$ cat src/rtl/hier_pipe_chain_if.sv
// Handshake bundle for hier_pipe_chain: upstream beat (head operand plus
// per-stage side operands), downstream result and the delivery counter.
interface hier_pipe_chain_if #(
    parameter int WIDTH  = 2,
    parameter int STAGES = 2
);
    logic                      in_valid;
    logic                      in_ready;
    logic [WIDTH-1:0]          in_a;
    logic [STAGES*WIDTH-1:0]   in_b;
    logic                      out_valid;
    logic                      out_ready;
    logic [WIDTH-1:0]          out_data;
    logic [15:0]               beat_count;

    // Producer/consumer side of the chain (drives beats, accepts results).
    modport master (
        output in_valid, in_a, in_b, out_ready,
        input  in_ready, out_valid, out_data, beat_count
    );

    // The chain itself.
    modport slave (
        input  in_valid, in_a, in_b, out_ready,
        output in_ready, out_valid, out_data, beat_count
    );
endinterface

$ cat src/rtl/hier_pipe_chain.sv
// hier_pipe_chain: STAGES chained combine stages with valid/ready flow
// control. Stage 0 folds in_a with side slice 0; each later stage folds the
// previous partial result with its own side slice. Side slices not yet
// consumed travel with the beat, so in_b is only sampled when a beat is
// accepted. Each stage loads whenever it is empty or its content moves on in
// the same cycle, giving full throughput and bubble collapse under
// backpressure.
module hier_pipe_chain #(
    parameter int WIDTH  = 2,
    parameter int STAGES = 2,
    parameter int MODE   = 0
) (
    input  logic               clk,
    input  logic               reset,
    hier_pipe_chain_if.slave   bus
);
    localparam int SB_W = STAGES * WIDTH;

    // Combine operator selected by MODE; ADD keeps only WIDTH bits so the
    // carry out of the top bit is dropped.
    function automatic logic [WIDTH-1:0] f_combine(input logic [WIDTH-1:0] op_a,
                                                   input logic [WIDTH-1:0] op_b);
        logic [WIDTH-1:0] res;
        res = '0;
        case (MODE)
            0:       res = op_a ^ op_b;
            1:       res = op_a & op_b;
            2:       res = op_a | op_b;
            default: res = op_a + op_b;
        endcase
        return res;
    endfunction

    // Per-stage state exported for the neighbouring stage and the outputs.
    logic [STAGES-1:0] w_valid;
    logic [WIDTH-1:0]  w_data [STAGES];

    genvar gi;
    generate
        for (gi = 0; gi < STAGES; gi++) begin : g_stage
            // Side operands still owed to stages gi+1 .. STAGES-1.
            localparam int SIDE_W = (STAGES - 1 - gi) * WIDTH;

            logic             r_valid;
            logic [WIDTH-1:0] r_data;
            logic             w_ready;
            logic             w_down_ready;
            logic             w_src_valid;
            logic [WIDTH-1:0] w_src_a;
            logic [WIDTH-1:0] w_src_b;
            logic             w_load;

            // Where this stage's operands come from.
            if (gi == 0) begin : g_head
                assign w_src_valid = bus.in_valid;
                assign w_src_a     = bus.in_a;
                assign w_src_b     = bus.in_b[WIDTH-1:0];
            end else begin : g_link
                assign w_src_valid = w_valid[gi-1];
                assign w_src_a     = w_data[gi-1];
                assign w_src_b     = g_stage[gi-1].g_side.r_side[WIDTH-1:0];
            end

            // Whether the content of this stage can move on this cycle.
            if (gi == STAGES - 1) begin : g_tail
                assign w_down_ready = bus.out_ready;
            end else begin : g_mid
                assign w_down_ready = g_stage[gi+1].w_ready;
            end

            // Stage can take new content when empty or when it is emptying.
            assign w_ready = !r_valid || w_down_ready;
            assign w_load  = w_ready && w_src_valid;

            // Valid bit and partial result; data only changes on a real load
            // so the tail result stays stable while stalled.
            always_ff @(posedge clk) begin
                if (reset) begin
                    r_valid <= 1'b0;
                    r_data  <= '0;
                end else if (w_ready) begin
                    r_valid <= w_src_valid;
                    if (w_src_valid) begin
                        r_data <= f_combine(w_src_a, w_src_b);
                    end
                end
            end

            // Unconsumed side operands ride along with the beat.
            if (SIDE_W > 0) begin : g_side
                logic [SIDE_W-1:0] r_side;
                logic [SIDE_W-1:0] w_side_src;

                if (gi == 0) begin : g_from_in
                    assign w_side_src = bus.in_b[SB_W-1:WIDTH];
                end else begin : g_from_prev
                    assign w_side_src = g_stage[gi-1].g_side.r_side[SIDE_W+WIDTH-1:WIDTH];
                end

                // Capture the remaining slices together with the partial result.
                always_ff @(posedge clk) begin
                    if (reset) begin
                        r_side <= '0;
                    end else if (w_load) begin
                        r_side <= w_side_src;
                    end
                end
            end

            assign w_valid[gi] = r_valid;
            assign w_data[gi]  = r_data;
        end
    endgenerate

    logic        w_deliver;
    logic [15:0] r_beat_count;

    assign w_deliver = w_valid[STAGES-1] && bus.out_ready;

    // Delivered-result counter, saturating at all ones.
    always_ff @(posedge clk) begin
        if (reset) begin
            r_beat_count <= '0;
        end else if (w_deliver && (r_beat_count != 16'hFFFF)) begin
            r_beat_count <= r_beat_count + 16'd1;
        end
    end

    assign bus.in_ready   = g_stage[0].w_ready;
    assign bus.out_valid  = w_valid[STAGES-1];
    assign bus.out_data   = w_data[STAGES-1];
    assign bus.beat_count = r_beat_count;

endmodule

$ cat src/flat_wrapper.sv
// flat-port wrapper written by rule: the top's interface ports become plain ports
module hier_pipe_chain_flat 
#(
    parameter int WIDTH  = 2,
    parameter int STAGES = 2,
    parameter int MODE   = 0
)
  (clk, reset, bus_in_valid, bus_in_a, bus_in_b, bus_out_ready, bus_in_ready, bus_out_valid, bus_out_data, bus_beat_count);
  hier_pipe_chain_if #(.WIDTH(WIDTH), .STAGES(STAGES)) bus_i ();
  input  logic clk;
  input  logic reset;
  input wire logic [$bits(bus_i.in_valid)-1:0] bus_in_valid;
  input wire logic [$bits(bus_i.in_a)-1:0] bus_in_a;
  input wire logic [$bits(bus_i.in_b)-1:0] bus_in_b;
  input wire logic [$bits(bus_i.out_ready)-1:0] bus_out_ready;
  output wire logic [$bits(bus_i.in_ready)-1:0] bus_in_ready;
  output wire logic [$bits(bus_i.out_valid)-1:0] bus_out_valid;
  output wire logic [$bits(bus_i.out_data)-1:0] bus_out_data;
  output wire logic [$bits(bus_i.beat_count)-1:0] bus_beat_count;
  assign bus_i.in_valid = bus_in_valid;
  assign bus_i.in_a = bus_in_a;
  assign bus_i.in_b = bus_in_b;
  assign bus_i.out_ready = bus_out_ready;
  assign bus_in_ready = bus_i.in_ready;
  assign bus_out_valid = bus_i.out_valid;
  assign bus_out_data = bus_i.out_data;
  assign bus_beat_count = bus_i.beat_count;
  hier_pipe_chain #(.WIDTH(WIDTH), .STAGES(STAGES), .MODE(MODE)) u_core (.clk(clk), .reset(reset), .bus(bus_i));
endmodule
$ cat config.mk
export PLATFORM = sky130hd
export DESIGN_NAME = hier_pipe_chain_flat
export DESIGN_NICKNAME = d
export VERILOG_FILES = /design/src/rtl/hier_pipe_chain_if.sv /design/src/rtl/hier_pipe_chain.sv /design/src/flat_wrapper.sv
export SDC_FILE = /design/constraint.sdc
export NUM_CORES = 1
export LEC_CHECK = 0
export ABC_AREA = 1
export CORE_MARGIN = 10
export CORE_UTILIZATION = 40
export CTS_BUF_LIST = sky130_fd_sc_hd__clkbuf_16
export CTS_CLUSTER_DIAMETER = 120
export DETAILED_ROUTE_END_ITERATION = 16
export DONT_BUFFER_PORTS = 1
export GPL_TIMING_DRIVEN = 0
export PLACE_DENSITY_LB_ADDON = 0.1
export SLEW_MARGIN = 20
export SYNTH_ARGS = -nofsm -noshare
export SYNTH_HDL_FRONTEND = slang
export SYNTH_SLANG_ARGS = --single-unit
$ cat constraint.sdc
create_clock -name clk -period 3.09 [get_ports clk]
set_input_delay 0.309 -clock clk [delete_from_list [all_inputs] [get_ports clk]]
set_output_delay 0.309 -clock clk [all_outputs]
set_load 0.03 [all_outputs]
==> parameters.txt <==
Parameter                              Value

Die
  Std-Cell Core Area    0.003103 mm2
  Total number of placement rows    20
  Die extent in y    roughly 77 um
  Top Ports    30
  Die Area    0.006002 mm2
  Die Width    77.48 um
  Initial standard-cell utilization of the core    42.58%

Yosys
  Most area-consuming cells after synthesis    sky130_fd_sc_hd__dfxtp_1, sky130_fd_sc_hd__nand2_1, sky130_fd_sc_hd__nor2_1
  Warnings from Yosys    0
  Net count of the mapped netlist    roughly 210
  Sequential fraction of the synthesis area    36.36%
  Commonest cells in the synthesized netlist    sky130_fd_sc_hd__nand2_1, sky130_fd_sc_hd__nor2_1, sky130_fd_sc_hd__dfxtp_1
  Number of storage elements in the synthesis netlist    24
  Post-synth EDFFs    0
  Ys async rst share    0%
  Yosys top cell area share    36.36%
  Post-synth design cell area    0.001321 mm2
  Cell taking the most area after synthesis    sky130_fd_sc_hd__dfxtp_1
  Avg Cell Area, Syn    6.741 um2
  Most repeated cell in the gate-level netlist after synthesis    sky130_fd_sc_hd__nand2_1
  Number of unique standard cell types used by synthesis    23
  Cell count after synthesis    196
  Post-synth top flop    sky130_fd_sc_hd__dfxtp_1

STA
  Skew final    ~0.0028 ns
  RSZ-0062 raised after global routing    false
  Fmax    544.5 MHz
  Fin. max-slew vios    0
  Final Hold Fails    0
  Setup TNS    0 ns
  Final Critical Period    ~1.8 ns
  Worst-Margin Slew    between 0.4 and 0.5 ns
  Worst max-slew margin expressed relative to the limit    between 60% and 70%
  Final period utilization    59.44%
  Count of endpoints failing setup in the final report    0

Global routing
  Overflow left after global routing    0
  GR met3 Demand/Resource    5.184%
  First-pass GRT wire length    ~5.4 mm
  Pin count of the biggest net entering global routing    15
  Global routing met2 resource utilization    between 15 and 20%
  Vias in the first global route    1103
  Met1 Track Usage GR    13.10%
  Number of antenna violations at the first check in global routing    0
  Busiest metal layer after global routing    met2
  Overall fraction of global-route tracks in use    about 11%

Critical path
  Startpoint kind of the worst setup timing path    flip-flop
  Max FO, Critical Path    6
  Kind of end point of the critical path    flip-flop
  Setup Crit Path Kind    flip-flop to flip-flop
  Flop2flop setup slack    ~1.3 ns
  Data arrival time of the critical path    1.99 ns
  Critical R2R Launch    u_core.bus.beat_count[0]
  End of the worst register-to-register path    u_core.bus.beat_count[10]
  Number of cell instances on the worst register-to-register path    8
  Data required time at the worst endpoint    roughly 3.2 ns

Finish
  Fraction of final layout cells sized beyond drive strength 1    11.50%
  Final net count    between 200 and 250
  Area delta synth->final    12.12%
  Filler cell count in the final layout    approximately 350
  Antenna cell count    0

Clocking
  Setup repair bufs after CTS    0
  Deepest clock path buffer count    2
  Clock transition at the register clock pins on the worst setup and hold paths after CTS    0.06 ns
  Clock tree from TritonCTS    yes
  Insertion delay to the later sink of the worst-skew pair    0.26 ns
  Number of hold buffers added after cts    0
  Num CTS Buffers    3
  Library cell used as clock root buffer    sky130_fd_sc_hd__clkbuf_16
  CTS H-Tree Depth    1
  Post-cts repair resize count    0
  Number of clock sinks    24

Run status
  Run status    complete, no violations

Min path
  Min-delay src    reset
  Hold path endpoint    u_core.bus.beat_count[3]
  Hold Crit Depth    1
  Class of the tightest hold or removal check    input port to flip-flop

Pwr
  Total net switching power    0.0001584 W
  Seq pwr share    45.3%
  Switch share    a little over a fifth
  Largest voltage drop on the vdd net    203.7 uV
  Power Internal    0.0005937 W
  Part of the total power dissipated in the clock network    49.5%
  Overall Power    0.0007521 W
  Share of total power in combinational logic    between 5 and 6%
  Total power divided by cell area    507.7 mW/mm2
  Leakage    0.6164 nW

Flow run
  Number of max-cap violations    0

Place
  Count of input and output buffers    0
  Estimated wirelength of the detail-placed design    2.466 mm
  Final weighted congestion in routability-driven placement    0.8432

Routing
  Drt via density    4.848
  Post-detailed-routing wire length    3.153 mm
  Antenna Nets Post-Route    0
  Detail-routed net length per standard cell    12.92 um
  Count of unresolved DRC violations after routing    0
  Violation count after the first detailed-route iteration    61
  Vias after detailed routing    1183
  Number of iterations in the first detailed-routing pass    4
## critical path: stages (launching register included)
cell	delay, ns
sky130_fd_sc_hd__dfxtp_1	0.60
sky130_fd_sc_hd__ha_1	0.30
sky130_fd_sc_hd__nand3_2	0.16
sky130_fd_sc_hd__nor2_2	0.20
sky130_fd_sc_hd__nand2_1	0.12
sky130_fd_sc_hd__nor2_1	0.17
sky130_fd_sc_hd__nand3_2	0.09
sky130_fd_sc_hd__nand2_1	0.07
sky130_fd_sc_hd__nor2_1	0.03
## power groups by stage
| stage | Clock (W) | Combinational, W | Sequential [W] |
|---|---|---|---|
| detailed placement | 0 | 0.0000397 | 0.000348 |
| finish | 0.000372 | 0.0000391 | 0.000341 |
| CTS | 0.000376 | 0.0000399 | 0.000341 |
| global route | 0.000390 | 0.0000454 | 0.000342 |
| floorplan | 0 | 0.0000324 | 0.000345 |
| global placement | 0 | 0.0000380 | 0.000348 |
## cells in the final DEF (no fill, tap or decap), types with 3 or more instances in the layout
cell                        count
sky130_fd_sc_hd__nand4_1        3
sky130_fd_sc_hd__inv_1         18
sky130_fd_sc_hd__nand2_2        3
sky130_fd_sc_hd__nand3_1       14
sky130_fd_sc_hd__nand2_1       47
sky130_fd_sc_hd__inv_2          3
sky130_fd_sc_hd__clkbuf_16      3
sky130_fd_sc_hd__o21ai_0        5
sky130_fd_sc_hd__nor2_2         3
sky130_fd_sc_hd__xnor2_1        5
sky130_fd_sc_hd__nand3_2        3
sky130_fd_sc_hd__nor2_1        42
sky130_fd_sc_hd__dfxtp_1       24
sky130_fd_sc_hd__a21oi_1       12
## registers in the layout (all words and copies together) (netlist names)
register	count
u_core.bus.beat_count	16
u_core.bus.out_data	2
u_core.bus.out_valid	1
u_core.g_stage.r_data	2
u_core.g_stage.r_valid	1
u_core.g_stage.g_side.r_side	2
## area by class of cell
class	instances	area, um2	area share (%)
multi-input cells	148	735.7	49.66
flip-flops and latches	24	480.5	32.43
inverters	22	82.58	5.574
clock buffers	3	75.07	5.068
well taps	44	55.05	3.716
clock inverters	1	30.03	2.027
plain buffers	2	22.52	1.520
## worst max-delay path by stage
stage / slack (ns) / end / start / cells after the start
after floorplan: 1.48 / u_core.bus.beat_count[15] / u_core.bus.beat_count[0] / 7
after global placement: 1.30 / u_core.bus.beat_count[15] / u_core.bus.beat_count[0] / 7
after detailed placement: 1.26 / u_core.bus.beat_count[10] / u_core.bus.beat_count[0] / 8
after CTS: 1.25 / u_core.bus.beat_count[10] / u_core.bus.beat_count[0] / 8
after global routing: 1.05 / u_core.bus.beat_count[10] / u_core.bus.beat_count[0] / 8
final: 1.25 / u_core.bus.beat_count[10] / u_core.bus.beat_count[0] / 8
## stage by stage
stage / util [%] / setup WS, ns / std cells / cell area (um2) / hold slack (ns)
after floorplan: - / 1.479 / 196 / 1321 / 0.3714
after global placement: 44.35 / 1.303 / 240 / 1376 / 0.3729
after detailed placement: 44.35 / 1.264 / 240 / 1376 / 0.3749
after CTS: 47.74 / 1.248 / 244 / 1481 / 0.1017
after global routing: 47.74 / 1.052 / 244 / 1481 / 0.09633
final: 47.74 / 1.253 / 244 / 1481 / 0.1031
## cell families (layout without fill, tap and decap cells)
kind of cell | after synthesis | count (layout) | synth area share, %
simple gates | 120 | 120 | 41.86
flops | 24 | 24 | 36.36
buf+inv | 24 | 28 | 7.954
compound gates | 20 | 20 | 8.238
xor+xnor | 7 | 7 | 4.640
fa+ha+maj | 1 | 1 | 0.9468
## metal layers
layer	wire length, um	up-vias
met1	1401	523
li1	-	627
met3	296	5
met4	34	0
met5	0	-
met2	1420	28
Power figures use the tool's default switching activity.
